==> src/rtl/dest_reg_pipe.sv <==
// Write-back destination pipe: decodes rt/rd/link destination in ID and carries
// dest, write-enable and return address through STAGES registers with stall/flush.
module dest_reg_pipe #(
  parameter int DATA_W      = 32,
  parameter int REG_AW      = 5,
  parameter int STAGES      = 3,
  parameter int LINK_REG    = 31,
  parameter int LINK_OFFSET = 8
) (
  input  logic              clk,
  input  logic              rst_n,
  input  logic [DATA_W-1:0] inst,
  input  logic [DATA_W-1:0] pc,
  input  logic              valid_in,
  input  logic              reg_write_in,
  input  logic [1:0]        dst_sel,
  input  logic              stall,
  input  logic              flush,
  input  logic [REG_AW-1:0] src_a,
  input  logic [REG_AW-1:0] src_b,
  output logic [REG_AW-1:0] wb_dest,
  output logic              wb_we,
  output logic              wb_link,
  output logic [DATA_W-1:0] wb_link_data,
  output logic [STAGES-1:0] hit_a,
  output logic [STAGES-1:0] hit_b
);

  localparam logic [REG_AW-1:0] LINK_DEST = REG_AW'(LINK_REG);

  logic [REG_AW-1:0] rt, rd, dec_dest;
  logic              is_jalr, dec_we, dec_link;
  logic [DATA_W-1:0] dec_ld;

  // Register-field bits that never influence the destination.
  logic unused_inst_bits;
  assign unused_inst_bits = ^{inst[25:21], inst[10:6]};

  always_comb begin
    rt       = REG_AW'(inst[20:16]);
    rd       = REG_AW'(inst[15:11]);
    is_jalr  = (inst[31:26] == 6'd0) && (inst[5:0] == 6'b001001);
    dec_dest = '0;
    case (dst_sel)
      2'b00:   dec_dest = rt;
      2'b01:   dec_dest = rd;
      2'b10:   dec_dest = is_jalr ? rd : LINK_DEST;
      default: dec_dest = '0;
    endcase
    dec_we   = valid_in & reg_write_in & (dst_sel != 2'b11) & (dec_dest != '0);
    dec_link = dec_we & (dst_sel == 2'b10);
    dec_ld   = pc + DATA_W'(LINK_OFFSET);
  end

  logic [STAGES-1:0] st_valid, st_we, st_link;
  logic [REG_AW-1:0] st_dest [STAGES];
  logic [DATA_W-1:0] st_ld   [STAGES];

  // Flush only ever touches stage 0, so it is resolved independently of stall;
  // the shift of stages 1.. is gated by stall alone.
  always_ff @(posedge clk) begin
    if (!rst_n) begin
      st_valid <= '0;
      st_we    <= '0;
      st_link  <= '0;
      for (int unsigned k = 0; k < STAGES; k++) begin
        st_dest[k] <= '0;
        st_ld[k]   <= '0;
      end
    end else begin
      if (flush) begin
        st_valid[0] <= 1'b0;
        st_we[0]    <= 1'b0;
        st_link[0]  <= 1'b0;
        st_dest[0]  <= '0;
        st_ld[0]    <= '0;
      end else if (!stall) begin
        st_valid[0] <= valid_in;
        st_we[0]    <= dec_we;
        st_link[0]  <= dec_link;
        st_dest[0]  <= dec_dest;
        st_ld[0]    <= dec_ld;
      end
      if (!stall) begin
        for (int unsigned k = 1; k < STAGES; k++) begin
          st_valid[k] <= st_valid[k-1];
          st_we[k]    <= st_we[k-1];
          st_link[k]  <= st_link[k-1];
          st_dest[k]  <= st_dest[k-1];
          st_ld[k]    <= st_ld[k-1];
        end
      end
    end
  end

  always_comb begin
    hit_a = '0;
    hit_b = '0;
    for (int unsigned k = 0; k < STAGES; k++) begin
      hit_a[k] = st_valid[k] & st_we[k] & (src_a != '0) & (st_dest[k] == src_a);
      hit_b[k] = st_valid[k] & st_we[k] & (src_b != '0) & (st_dest[k] == src_b);
    end
  end

  assign wb_dest      = st_dest[STAGES-1];
  assign wb_we        = st_we[STAGES-1];
  assign wb_link      = st_link[STAGES-1];
  assign wb_link_data = st_ld[STAGES-1];

endmodule

==> config.mk <==
export PLATFORM = sky130hd
export DESIGN_NAME = dest_reg_pipe
export DESIGN_NICKNAME = d
export VERILOG_FILES = /design/src/rtl/dest_reg_pipe.sv
export SDC_FILE = /design/constraint.sdc
export NUM_CORES = 1
export LEC_CHECK = 0
export ABC_AREA = 1
export ABC_CLOCK_PERIOD_IN_PS = 2700
export BUFFER_PORTS_ARGS = -buffer_cell sky130_fd_sc_hd__buf_2
export CAP_MARGIN = 20
export CELL_PAD_IN_SITES_DETAIL_PLACEMENT = 1
export CELL_PAD_IN_SITES_GLOBAL_PLACEMENT = 2
export CORE_MARGIN = 5
export CORE_UTILIZATION = 31
export CTS_BUF_LIST = sky130_fd_sc_hd__clkbuf_4
export CTS_CLUSTER_SIZE = 24
export DETAILED_ROUTE_END_ITERATION = 16
export GPL_ROUTABILITY_DRIVEN = 0
export PLACE_DENSITY = 0.89
export SYNTH_ARGS = -nofsm -noshare
export SYNTH_HDL_FRONTEND = slang
export SYNTH_SLANG_ARGS = --single-unit
==> constraint.sdc <==
create_clock -name clk -period 2.7 [get_ports clk]
set_clock_uncertainty 0.05 [all_clocks]
set_input_delay 0.405 -clock clk [delete_from_list [all_inputs] [get_ports clk]]
set_output_delay 0.405 -clock clk [all_outputs]
set_load 0.1 [all_outputs]
# Yosys cells after proc, flatten, opt, wreduce, memory -nomap -nowiden
# Memories as Yosys holds them, arrays and structs flattened.
# Cells that the tools add are included.
word_totals:
  reg_bits: 9
  mem_bits_rw: 111
  inputBits: 82
  out_inout_bits: 45
  word_cells: 74
  memories: 2
classes:
  addsub: 1
  eq_ne: 10
  mux: 20
  bitwise_logic: 28
  n_reduce_logical: 7
memory_table:
  columns: ["name", "depth", "width", "read_ports", "rd_clocked_by_memory_dff", "write_ports", "line", "rtl"]
  rows:
  - ["st_ld", 3, 32, 3, 0, 3, "57", "logic [DATA_W-1:0] st_ld [STAGES];"]
  - ["st_dest", 3, 5, 3, 0, 3, "56", "logic [REG_AW-1:0] st_dest [STAGES];"]
ops:
  columns: ["operator", "n"]
  rows:
  - ["32-bit 2-to-1 mux", 4]
  - ["32-bit by 4-bit adder with 32-bit output, second input constant", 1]
  - ["5-bit equality test", 6]
  - ["5-bit 2-to-1 mux", 5]
  - ["1-bit AND", 19]
  - ["5-bit case mux with 3 select lines", 1]
  - ["5-bit nonzero test", 3]
  - ["1-bit 2-to-1 mux", 10]
  - ["1-bit bitwise OR", 8]
  - ["6-bit by 4-bit equality test with 1-bit output, second input constant", 1]
  - ["6-bit logical NOT", 1]
  - ["2-bit by 1-bit equality test with 1-bit output, second input constant", 1]
  - ["2-bit equality test, second input constant", 1]
  - ["2-bit logical NOT", 1]
  - ["2-bit != test, second input constant", 1]
  - ["2-bit OR reduction", 1]
  - ["1-bit logical AND", 1]
  - ["1-bit inverter", 1]

# Longest topological paths before layout
# Gate-level depths: netlist of the first run.
logic_depth:
  word_depth: 7
  mapped_depth: 11
  ltp_nobuf: 11

# Worst setup path before layout of the first run
# No wires, ideal clock.
synth_timing:
  path_type: "reg-to-output"
  from: "register st_we[2]"
  to: "output port hit_b[2]"
  arrival_time_ps: 5957
  required_ps: 2245
  path_slack_ps: -3712
  path_stages_with_launch: 5
  path_buffers: 0
  path_cell_list: "dfxtp_1 > nand2_1 > a21oi_1 > nand3_1 > a2111oi_0"
synth_via:
  elab_chain_len: 3
synth_rtl:
  columns: ["item", "line", "rtl"]
  rows:
  - ["start: declaration", "55", "logic [STAGES-1:0] st_valid, st_we, st_link;"]
  - ["start signal: indexed assignment", "87", "st_we[k] <= st_we[k-1];"]
  - ["1-bit AND (3 in a row)", "101", "hit_b[k] = st_valid[k] & st_we[k] & (src_b != '0) & (st_dest[k] == src_b);"]
  - ["end: declaration", "26", "output logic [STAGES-1:0] hit_b"]
# No other way between the ends.

==> results.txt, run 1 <==
----------------------------------------------------
[Power]
  Internal cell power ... 2880 uW
  Clock share of power ... 0.310
  Total design power ... about 4200 uW
  Pwr dens ... between 500 and 600 nW/um^2
  Leak Pwr ... ~0.0032 uW
  Flop pwr share ... 0.526
  Sw Pwr ... between 1000 and 1500 uW
  Proportion of total power due to net switching ... 0.309
  Worst-case vdd ir drop ... about 0.27 mV
  Comb power frac ... 0.164

[Clocking]
  Cts hold-fix bufs ... 0
  Clk root buf ... sky130_fd_sc_hd__clkbuf_4
  Max clock buf depth ... 2
  Total CTS buffers ... 17
  Clk sinks ... between 100 and 150
  TritonCTS clock tree ... done
  Skew-Pair Late Insertion Delay ... approximately 0.52 ns
  H-tree levels ... 4
  Setup Fix Bufs, Post-CTS ... 0
  Clock transition at the registers of the reported paths ... ~0.14 ns

[Placement]
  Dpl hpwl ... between 10 and 15 mm
  Total of buffers placed on input and output ports ... about 120
  Total placed instance area ... 6920 sq um
  Post-Place Cells ... approximately 1,000

[Synthesis]
  Post-synth cell types ... 45
  Post-synthesis net count ... between 700 and 800
  Proportion of synthesized chip area in sequential cells ... 0.572
  Post-Syn Area ... slightly above 6000 sq um
  Post-synthesis cell count ... ~660
  Register bit count reported by yosys ... 120
  Synthesis Warnings ... 0
  Synthesized area per cell ... 9.33 sq um

[Global routing]
  Number of global-route vias before repair ... ~4.7k
  Total global routing overflow ... 0
  Maximum number of pins on one net before global-route repair ... 39
  Overall Global Routing Usage ... 0.129
  Number of antenna violations at the first check in global routing ... 1
  Global-route wire length before repair ... about 23 mm

[Timing]
  Minimum clock period ... 2.53 ns
  Worst rel slew slack ... 0.412
  Tightest hold margin ... between 0.08 and 0.09 ns
  Final Cycle Share ... 0.938
  Fmax achieved ... between 300 and 400 MHz
  Setup violations, final ... 0
  Final slew viol count ... 0
  Worst Tran Pin Value ... just under 0.9 ns
  Final count of hold timing violations ... 0
  RSZ-0062 raised after global routing ... no
  Setup total negative slack ... 0 ns

[Detailed routing]
  DRC errors left ... 0
  Detailed-route via count ... 4,387
  1st-iter DRT viols ... ~220
  Vias per cell ... approximately 4.3
  First drt pass iteration count ... 4
  Post-Route WL ... between 10 and 15 mm
  Drt wl/cell ... roughly 14 um
  Post-DRT Antenna Nets ... 0

[Cells and area]
  Final Net Count ... 833
  Area used by multi-input combinational logic ... 1900 sq um
  Footprint of the flip-flops and latches ... ~3500 sq um
  Cell area after layout ... around 7200 sq um
  Proportion of layout cells with a drive suffix above 1 ... 0.250
  Area Growth Syn to Fin ... 17.7%
  Commonest non-fill, non-tap cells in the layout ... 133 x sky130_fd_sc_hd__inv_1, 132 x sky130_fd_sc_hd__nor2_1, 111 x sky130_fd_sc_hd__edfxtp_1
  Final-layout fill cell count ... between 2k and 2.5k
  Fin cells ... 1,029
  Most common cell after layout, fill and taps aside ... sky130_fd_sc_hd__inv_1

[Floorplan]
  Number of I/O pins ... 127
  Initial core utilization ... 0.316
  Overall die height ... ~150 um
  Site row count ... between 50 and 60
  Area of the core region ... ~20,000 sq um
  DIE AREA ... around 23,000 sq um
  Die span in x ... between 150 and 200 um

[Critical path]
  Required time reported for the critical path endpoint ... 2.25 ns
  Master of the slowest instance on the critical path ... sky130_fd_sc_hd__edfxtp_1
  CP Max Fanout ... 4
  Type of element capturing the critical path ... output pin
  Sort of element at the start of the critical path ... register
  Arrival time worst endpoint ... about 2.1 ns
  CP Class ... reg2out
  Sequence of cells on the critical path ... xor2_1 > a221oi_1 > nand3_1 > nor4_4 > buf_6
  Worst path max stage delay ... about 0.5 ns

[Worst hold path]
  Hold/Removal Path Class ... in2reg

[Job]
  Maxcap violations ... 0

[Run status]
  Run status ... finished clean

----------------------------------------------------
kinds of logic (layout without fill, tap and decap cells):
| group | after synthesis | after routing | synth area share |
|---|---|---|---|
| AND/OR/NAND/NOR | 276 | 276 | 0.210 |
| buffers and inverters | 185 | 290 | 0.137 |
| flip-flops | 120 | 120 | 0.572 |
| AO/OA/AOI/OAI | 64 | 64 | 0.0607 |
| XOR/XNOR | 11 | 11 | 0.0157 |
| adder cells (fa/ha/maj) | 1 | 1 | 0.00204 |
| multiplexers | 1 | 1 | 0.00163 |
| other | 0 | 1 | 0 |
critical path: cells and delay by family, from the launching register on:
kind            cells  cell delay [ns]
xor+xnor            1             0.18
compound gates      1             0.26
buf+inv             1             0.26
simple gates        2             0.36
flops               1             0.50
through the flow:
step | util | setup slack [ns]
6_report | 0.371 | 0.167
5_1_grt | 0.371 | 0.00463
4_1_cts | 0.370 | 0.0702
3_5_place_dp | 0.356 | 0.479
3_3_place_gp | 0.356 | 0.523
2_1_floorplan | - | 0.0511
area by class of cell:
type                    instances  area share
flip-flops and latches        120       0.486
multi-input cells             353       0.263
repair buffers                122      0.0943
inverters                     136      0.0706
well taps                     265      0.0459
clock buffers                  19      0.0197
clock inverters                13      0.0197
diodes                          1    0.000346
synthesized netlist by cell type (all sizes together):
| library cell | number | share of area |
|---|---|---|
| clkinv | 1 | 0.00061 |
| clkbuf | 4 | 0.0024 |
| xor2 | 5 | 0.0071 |
| or3 | 1 | 0.0010 |
| xnor2 | 6 | 0.0086 |
| and3 | 1 | 0.0018 |
| o21bai | 1 | 0.0012 |
| a21oi | 25 | 0.022 |
| o22ai | 6 | 0.0061 |
| edfxtp | 111 | 0.54 |
| dfxtp | 9 | 0.029 |
| o221ai | 2 | 0.0029 |
| a2111oi | 2 | 0.0029 |
| o2111ai | 3 | 0.0043 |
| inv | 135 | 0.083 |
| a22oi | 2 | 0.0024 |
| nor3 | 13 | 0.016 |
| nor2 | 138 | 0.091 |
| nand3 | 21 | 0.020 |
| nand2 | 83 | 0.054 |
| nor4 | 7 | 0.0096 |
| o21ai | 22 | 0.018 |
| ha | 1 | 0.0020 |
| nor3b | 4 | 0.0065 |
| nand4 | 6 | 0.0086 |
| buf | 45 | 0.052 |
| a221oi | 1 | 0.0014 |
| mux2i | 1 | 0.0016 |
| or2 | 2 | 0.0020 |
registers in the layout, summed over array words and instances, names as in the netlist:
name and count:
st_dest 15, st_ld 96, st_we 3, st_link 3
st_valid 3
routing by layer:
layer | up-vias | GRT usage | share of wire
met5 | - | 0 | 0
met4 | 0 | 0.0435 | 0.010
met3 | 8 | 0.0325 | 0.051
met2 | 92 | 0.214 | 0.48
met1 | 2021 | 0.164 | 0.46
li1 | 2266 | - | -
worst paths after layout:
kind                               startpoint            end  slack (ns)  depth (start not counted)
worst max-delay path            st_dest[0][1]       hit_b[0]        0.17                          5
worst min-delay path                 valid_in    st_valid[0]        0.08                          3
worst max register to register  st_dest[0][3]  st_dest[0][8]        1.72                          2
worst min register to register       st_we[0]       st_we[0]        0.44                          2
power groups by stage:
stage | Sequential [uW] | Combinational, uW | Clock [uW]
2_1_floorplan | 2230 | 532 | 0
5_1_grt | 2200 | 736 | 1430
6_report | 2190 | 681 | 1290
4_1_cts | 2190 | 690 | 1330
3_5_place_dp | 2230 | 688 | 0
3_3_place_gp | 2230 | 677 | 0
what timing repair did:
| action | in CTS | in global routing |
|---|---|---|
| endpoints found under the setup margin | 1 | 6 |
| resized for setup | 1 | 6 |
| hold endpoints to repair | 0 | 0 |
| cloned | 0 | 0 |
(Power assumes the default switching activity.)
==> run 2, diff against run 1 <==
PLACE_DENSITY = default   (was 0.89)
PLACE_DENSITY_LB_ADDON = 0.1   (was default)
==> results.txt, run 2 (synthesis gave the netlist of run 1 again) <==
----------------------------------------------------
[Critical path]
  Critical path capture point ... hit_a[0] (was hit_b[0])
  CP Max Fanout ... 3 (was 4)
  Source of the critical timing path ... st_dest[0][2] (was st_dest[0][1])
  Reg2Reg Launch Point ... st_dest[0][6] (was st_dest[0][3])
  Required time reported for the critical path endpoint ... 2.25 ns (about the same)
  Length in cells of the worst reg-to-reg path ... 2 (unchanged)
  Setup slack of the worst register-to-register path ... 1.71 ns (was 1.72 ns)
  Arrival time worst endpoint ... 2.06 ns (was 2.08 ns)
  CP Class ... reg2out (unchanged)
  Type of element capturing the critical path ... output pin (unchanged)
  End of the worst register-to-register path ... st_dest[0][11] (was st_dest[0][8])
  Sort of element at the start of the critical path ... register (unchanged)

[Detailed routing]
  Drt wl/cell ... 14.3 um (was 13.7 um)
  Post-DRT Antenna Nets ... 0 (unchanged)
  DRC errors left ... 0 (unchanged)
  1st-iter DRT viols ... 166 (was 221)
  Post-Route WL ... 14.7 mm (was 14.1 mm)
  Detailed-route via count ... 4,449 (was 4,387)
  First drt pass iteration count ... 4 (unchanged)
  Vias per cell ... 4.33 (was 4.26)

[Global routing]
  Met2 demand-to-capacity share in global routing ... 0.226 (was 0.214)
  Total global routing overflow ... 0 (unchanged)
  Overall Global Routing Usage ... 0.134 (was 0.129)
  Met3 GRT Util ... 0.0271 (was 0.0325)
  GRT busiest layer ... met2 (unchanged)
  Global-route wire length before repair ... 23.8 mm (was 23.1 mm)
  Number of global-route vias before repair ... 4,713 (was 4,695)
  Global-route track usage on met1 ... 0.172 (was 0.164)
  Number of antenna violations at the first check in global routing ... 1 (unchanged)
  Maximum number of pins on one net before global-route repair ... 75 (was 39)

[Power]
  Leak Pwr ... 0.00313 uW (was 0.00318 uW)
  Worst-case vdd ir drop ... 0.205 mV (was 0.273 mV)
  Pwr dens ... 561 nW/um^2 (was 575 nW/um^2)
  Sw Pwr ... 1340 uW (was 1280 uW)
  Flop pwr share ... 0.545 (was 0.526)
  Comb power frac ... 0.170 (was 0.164)
  Internal cell power ... 2670 uW (was 2880 uW)
  Clock share of power ... 0.285 (was 0.310)
  Proportion of total power due to net switching ... 0.334 (was 0.309)

[Clocking]
  Clk root buf ... sky130_fd_sc_hd__clkbuf_4 (unchanged)
  Setup Fix Bufs, Post-CTS ... 0 (unchanged)
  Clock transition at the registers of the reported paths ... 0.11 ns (was 0.14 ns)
  Skew-Pair Late Insertion Delay ... 0.51 ns (was 0.52 ns)
  TritonCTS clock tree ... done (unchanged)
  Total CTS buffers ... 17 (unchanged)
  H-tree levels ... 4 (unchanged)
  Clk sinks ... 120 (unchanged)
  Max clock buf depth ... 2 (unchanged)

[Floorplan]
  Die span in x ... 151 um (unchanged)
  Initial core utilization ... 0.316 (unchanged)
  Overall die height ... 151 um (unchanged)
  DIE AREA ... 22,700 sq um (unchanged)
  Site row count ... 51 (unchanged)
  Number of I/O pins ... 127 (unchanged)
  Area of the core region ... 19,500 sq um (unchanged)

[Timing]
  RSZ-0062 raised after global routing ... no (unchanged)
  Setup violations, final ... 0 (unchanged)
  Worst Tran Pin Value ... 0.931 ns (was 0.882 ns)
  Setup total negative slack ... 0 ns (unchanged)
  Final slew viol count ... 0 (unchanged)
  Fmax achieved ... 397 MHz (was 395 MHz)
  Final Cycle Share ... 0.933 (was 0.938)
  Worst rel slew slack ... 0.379 (was 0.412)
  Minimum clock period ... 2.52 ns (was 2.53 ns)
  Final count of hold timing violations ... 0 (unchanged)

[Cells and area]
  Commonest non-fill, non-tap cells in the layout ... 133 x sky130_fd_sc_hd__inv_1, 132 x sky130_fd_sc_hd__nor2_1, 111 x sky130_fd_sc_hd__buf_2, 111 x sky130_fd_sc_hd__edfxtp_1, 77 x sky130_fd_sc_hd__nand2_1 (was 133 x sky130_fd_sc_hd__inv_1, 132 x sky130_fd_sc_hd__nor2_1, 111 x sky130_fd_sc_hd__edfxtp_1)
  Proportion of layout cells with a drive suffix above 1 ... 0.246 (was 0.250)
  Area Growth Syn to Fin ... 16.5% (was 17.7%)
  Number of flip-flops under the largest register name ... 96 (unchanged)
  Top flop regs ... st_ld x96, st_dest x15 (unchanged)
  Final-layout fill cell count ... 2,317 (was 2,290)
  Most common cell after layout, fill and taps aside ... sky130_fd_sc_hd__inv_1 (unchanged)
  Register containing the most flip-flops in the final layout ... st_ld (unchanged)
  Final Net Count ... 831 (was 833)
  Fin cells ... 1,027 (was 1,029)

[Placement]
  Post-Place Cells ... 994 (was 996)
  Total of buffers placed on input and output ports ... 116 (unchanged)
  Dpl hpwl ... 11.0 mm (was 10.9 mm)

[Worst hold path]
  Hold/Removal Path Class ... in2reg (unchanged)

[Run status]
  Run status ... finished clean (unchanged)

[Job]
  Maxcap violations ... 0 (unchanged)

----------------------------------------------------
[run 2: cell count changes in the layout (fill, tap and decap cells not counted), sizes merged]
cell / delta
clkbuf: -4
clkinvlp: +3
bufinv: -2
inv: +1
[run 2: how the worst min path moves through the flow]
stage | startpoint | depth (start not counted) | to
3_5_place_dp | st_valid[0] | 2 | st_valid[1]
5_1_grt | valid_in | 3 | st_valid[0]
3_3_place_gp | st_link[2] | 2 | st_link[2]
4_1_cts | valid_in | 3 | st_valid[0]
6_report | valid_in | 3 | st_valid[0]
2_1_floorplan | st_valid[0] | 2 | st_valid[1]
[run 2: final cells by class]
type	count	area, sq um	area share
multi-input combinational	353	1900	0.266
clock buffer	17	128	0.0178
sequential	120	3510	0.491
timing repair buffer	120	648	0.0906
inverter	136	510	0.0714
antenna	1	2.50	0.000350
tap	265	332	0.0463
clock inverter	15	116	0.0163
[run 2: stage by stage]
stage	hold slack, ns	util	worst slack, ns	area (sq um)	total power [uW]
finish	0.0824	0.368	0.181	7150	4010
floorplan	0.393	-	0.0511	6240	2760
detailed placement	0.433	0.354	0.513	6900	2920
global placement	0.415	0.354	0.532	6900	2910
CTS	0.0115	0.367	0.0112	7140	4080
global route	0.0335	0.368	0.0267	7150	4220
[run 2: power groups by stage]
| stage | clock, uW | sequential [uW] | combinational (uW) |
|---|---|---|---|
| finish | 1140 | 2190 | 680 |
| floorplan | 0 | 2230 | 532 |
| global route | 1280 | 2200 | 734 |
| CTS | 1200 | 2190 | 691 |
| detailed placement | 0 | 2230 | 689 |
| global placement | 0 | 2230 | 678 |
[run 2: per-layer routing]
metal | share of wire | routed length [um]
met2 | 0.49 | 7210
met5 | 0 | 0
met3 | 0.034 | 498
met1 | 0.46 | 6810
met4 | 0.011 | 156
[run 2: timing repair]
action,CTS,global route
endpoints found under the setup margin,0,5
gates resized for setup,0,7
endpoints found under the hold margin,0,0
hold buffers,0,0
[run 2: critical path, cell delays in order, from the launching register on]
cell,delay [ns]
sky130_fd_sc_hd__edfxtp_1,0.46
sky130_fd_sc_hd__xnor2_1,0.17
sky130_fd_sc_hd__o21ai_0,0.16
sky130_fd_sc_hd__nor4_4,0.30
sky130_fd_sc_hd__buf_2,0.47
==> run 3, diff against run 2 <==
ABC_CLOCK_PERIOD_IN_PS = 2770   (was 2700)
CORE_UTILIZATION = 35   (was 31)
clock period = 2.77 ns   (was 2.7 ns; I/O delays follow)
==> results.txt, run 3 (synthesis gave the netlist of run 1 again) <==
----------------------------------------------------
[Detailed routing]
  Post-Route WL ... 14.2 mm (was 14.7 mm)
  Post-DRT Antenna Nets ... 0 (unchanged)
  1st-iter DRT viols ... 216 (was 166)
  Drt wl/cell ... 14.3 um (about the same)
  DRC errors left ... 0 (unchanged)
  Vias per cell ... 4.55 (was 4.33)
  Detailed-route via count ... 4,502 (was 4,449)
  First drt pass iteration count ... 7 (was 4)

[Placement]
  Post-Place Cells ... 957 (was 994)
  Dpl hpwl ... 10.8 mm (was 11.0 mm)
  Total of buffers placed on input and output ports ... 116 (unchanged)

[Global routing]
  Maximum number of pins on one net before global-route repair ... 50 (was 75)
  Number of antenna violations at the first check in global routing ... 1 (unchanged)
  Number of global-route vias before repair ... 4,798 (was 4,713)
  Overall Global Routing Usage ... 0.149 (was 0.134)
  Total global routing overflow ... 0 (unchanged)
  Global-route wire length before repair ... 23.8 mm (about the same)

[Timing]
  Worst Tran Pin Value ... 0.879 ns (was 0.931 ns)
  RSZ-0062 raised after global routing ... no (unchanged)
  Final slew viol count ... 0 (unchanged)
  Setup total negative slack ... 0 ns (unchanged)
  Fmax achieved ... ~390 MHz
  Minimum clock period ... 2.55 ns
  Final count of hold timing violations ... 0 (unchanged)
  Worst rel slew slack ... 0.413 (was 0.379)
  Final Cycle Share ... 0.921
  Setup violations, final ... 0 (unchanged)

[Cells and area]
  Area used by multi-input combinational logic ... 1900 sq um (unchanged)
  Area Growth Syn to Fin ... 16.9% (was 16.5%)
  Most common cell after layout, fill and taps aside ... sky130_fd_sc_hd__inv_1 (unchanged)
  Final-layout fill cell count ... 2,050 (was 2,317)
  Register containing the most flip-flops in the final layout ... st_ld (unchanged)
  Top flop regs ... st_ld x96, st_dest x15 (unchanged)
  Fin cells ... 990 (was 1,027)
  Commonest non-fill, non-tap cells in the layout ... 133 x sky130_fd_sc_hd__inv_1, 132 x sky130_fd_sc_hd__nor2_1, 112 x sky130_fd_sc_hd__buf_2 (was 133 x sky130_fd_sc_hd__inv_1, 132 x sky130_fd_sc_hd__nor2_1, 111 x sky130_fd_sc_hd__buf_2, 111 x sky130_fd_sc_hd__edfxtp_1, 77 x sky130_fd_sc_hd__nand2_1)
  Final Net Count ... 834 (was 831)
  Number of flip-flops under the largest register name ... 96 (unchanged)
  Footprint of the flip-flops and latches ... 3510 sq um (unchanged)
  Proportion of layout cells with a drive suffix above 1 ... 0.251 (was 0.246)

[Worst hold path]
  Count of cells along the worst hold path ... 3 (unchanged)
  Terminating pin of the worst hold path ... st_valid[0] (unchanged)
  Hold/Removal Path Class ... in2reg (unchanged)
  Worst hold start ... valid_in (unchanged)

[Critical path]
  Sequence of cells on the critical path ... inv_1 > nor2_1 > nor3_1 > nand3_1 > a2111oi_4 > clkbuf_4 (was xnor2_1 > o21ai_0 > nor4_4 > buf_2)
  Required time reported for the critical path endpoint ... 2.30 ns (was 2.25 ns)
  CP Max Fanout ... 3 (unchanged)
  End of the worst register-to-register path ... st_dest[0][11] (unchanged)
  Sort of element at the start of the critical path ... register (unchanged)
  Setup slack of the worst register-to-register path ... 1.80 ns (was 1.71 ns)
  Cell family with the largest share of critical-path delay ... buffers and inverters (unchanged)
  Source of the critical timing path ... st_dest[0][11] (was st_dest[0][2])
  Buffers & Inverters on Critical Path ... 2 (was 1)
  Master of the slowest instance on the critical path ... sky130_fd_sc_hd__edfxtp_1 (was sky130_fd_sc_hd__buf_2)
  Worst path max stage delay ... 0.46 ns (was 0.47 ns)
  Reg2Reg Launch Point ... st_dest[0][6] (unchanged)
  Arrival time worst endpoint ... 2.09 ns (was 2.06 ns)
  Total stage count of the critical path ... 6 (was 4)
  Length in cells of the worst reg-to-reg path ... 2 (unchanged)
  CP Class ... reg2out (unchanged)
  Type of element capturing the critical path ... output pin (unchanged)

[Floorplan]
  Overall die height ... 142 um (was 151 um)
  Number of I/O pins ... 127 (unchanged)
  DIE AREA ... 20,300 sq um (was 22,700 sq um)
  Site row count ... 48 (was 51)
  Initial core utilization ... 0.356 (was 0.316)
  Die span in x ... 142 um (was 151 um)
  Area of the core region ... 17,200 sq um (was 19,500 sq um)

[Power]
  Leak Pwr ... 0.00318 uW (was 0.00313 uW)
  Sw Pwr ... 1330 uW (was 1340 uW)
  Worst-case vdd ir drop ... 0.278 mV (was 0.205 mV)
  Comb power frac ... 0.160 (was 0.170)
  Pwr dens ... 577 nW/um^2 (was 561 nW/um^2)
  Total design power ... 4140 uW (was 4010 uW)
  Internal cell power ... 2810 uW (was 2670 uW)
  Proportion of total power due to net switching ... 0.322 (was 0.334)
  Clock share of power ... 0.326 (was 0.285)
  Flop pwr share ... 0.514 (was 0.545)

[Clocking]
  Skew-Pair Late Insertion Delay ... 0.52 ns (was 0.51 ns)
  Clk root buf ... sky130_fd_sc_hd__clkbuf_4 (unchanged)
  Clk sinks ... 120 (unchanged)
  TritonCTS clock tree ... done (unchanged)
  Cts hold-fix bufs ... 0 (unchanged)
  Total CTS buffers ... 17 (unchanged)
  H-tree levels ... 4 (unchanged)
  Clock transition at the registers of the reported paths ... 0.11 ns (about the same)
  Max clock buf depth ... 2 (unchanged)

[Job]
  Maxcap violations ... 0 (unchanged)

[Run status]
  Run status ... finished clean (unchanged)

----------------------------------------------------
run 3: cell types whose count changed in the layout (fill, tap and decap cells not counted):
| cell | delta |
|---|---|
| sky130_fd_sc_hd__clkinvlp_4 | -3 |
| sky130_fd_sc_hd__buf_12 | -1 |
| sky130_fd_sc_hd__clkinv_4 | +1 |
| sky130_fd_sc_hd__clkinv_1 | -2 |
| sky130_fd_sc_hd__inv_8 | +3 |
| sky130_fd_sc_hd__inv_6 | -1 |
| sky130_fd_sc_hd__buf_4 | +3 |
| sky130_fd_sc_hd__buf_2 | +1 |
| sky130_fd_sc_hd__bufinv_16 | +2 |
run 3: power groups by stage:
stage	registers, uW	clock network (uW)	logic [uW]
6_report	2130	1350	663
5_1_grt	2140	1500	720
3_3_place_gp	2170	0	661
4_1_cts	2130	1400	673
3_5_place_dp	2170	0	671
2_1_floorplan	2170	0	518
run 3: cell type report:
| type | count | area share |
|---|---|---|
| diodes | 1 | 0.000349 |
| multi-input cells | 353 | 0.265 |
| clock buffers | 17 | 0.0178 |
| repair buffers | 123 | 0.0914 |
| clock inverters | 15 | 0.0251 |
| well taps | 225 | 0.0392 |
| flip-flops and latches | 120 | 0.490 |
| inverters | 136 | 0.0711 |
run 3: worst max path at each step:
| stage | endpoint | slack (ns) |
|---|---|---|
| after floorplan | st_dest[0][10] | 0.02 |
| after global placement | hit_b[2] | 0.59 |
| after detailed placement | hit_b[0] | 0.53 |
| after CTS | hit_b[2] | 0.05 |
| after global routing | hit_b[2] | 0.01 |
| final | hit_b[2] | 0.22 |
run 3: what timing repair did:
item,in CTS,in global routing
resized for setup,1,3
endpoints found under the setup margin,1,3
gates cloned,0,0
buffers inserted,0,0
run 3: per-stage QoR:
| stage | setup slack [ns] | hold WS, ns | cell area, sq um | utilization |
|---|---|---|---|---|
| 2_1_floorplan | 0.0224 | 0.393 | 6240 | - |
| 3_3_place_gp | 0.594 | 0.412 | 6860 | 0.398 |
| 3_5_place_dp | 0.530 | 0.423 | 6860 | 0.398 |
| 4_1_cts | 0.0468 | 0.0202 | 7170 | 0.416 |
| 5_1_grt | 0.0134 | 0.0584 | 7180 | 0.416 |
| 6_report | 0.219 | 0.0875 | 7180 | 0.416 |
run 3: worst min-delay path, delay by kind of cell:
kind | cells | cell delay [ns]
buffers and inverters | 1 | 0.10
AOI/OAI and AO/OA | 1 | 0.06
and+or+nand+nor | 1 | 0.05
run 3: routing by layer:
layer	track usage	wire (um)
met1	0.192	6460
met2	0.240	6750
met3	0.0376	697
met4	0.0595	287
met5	0	0
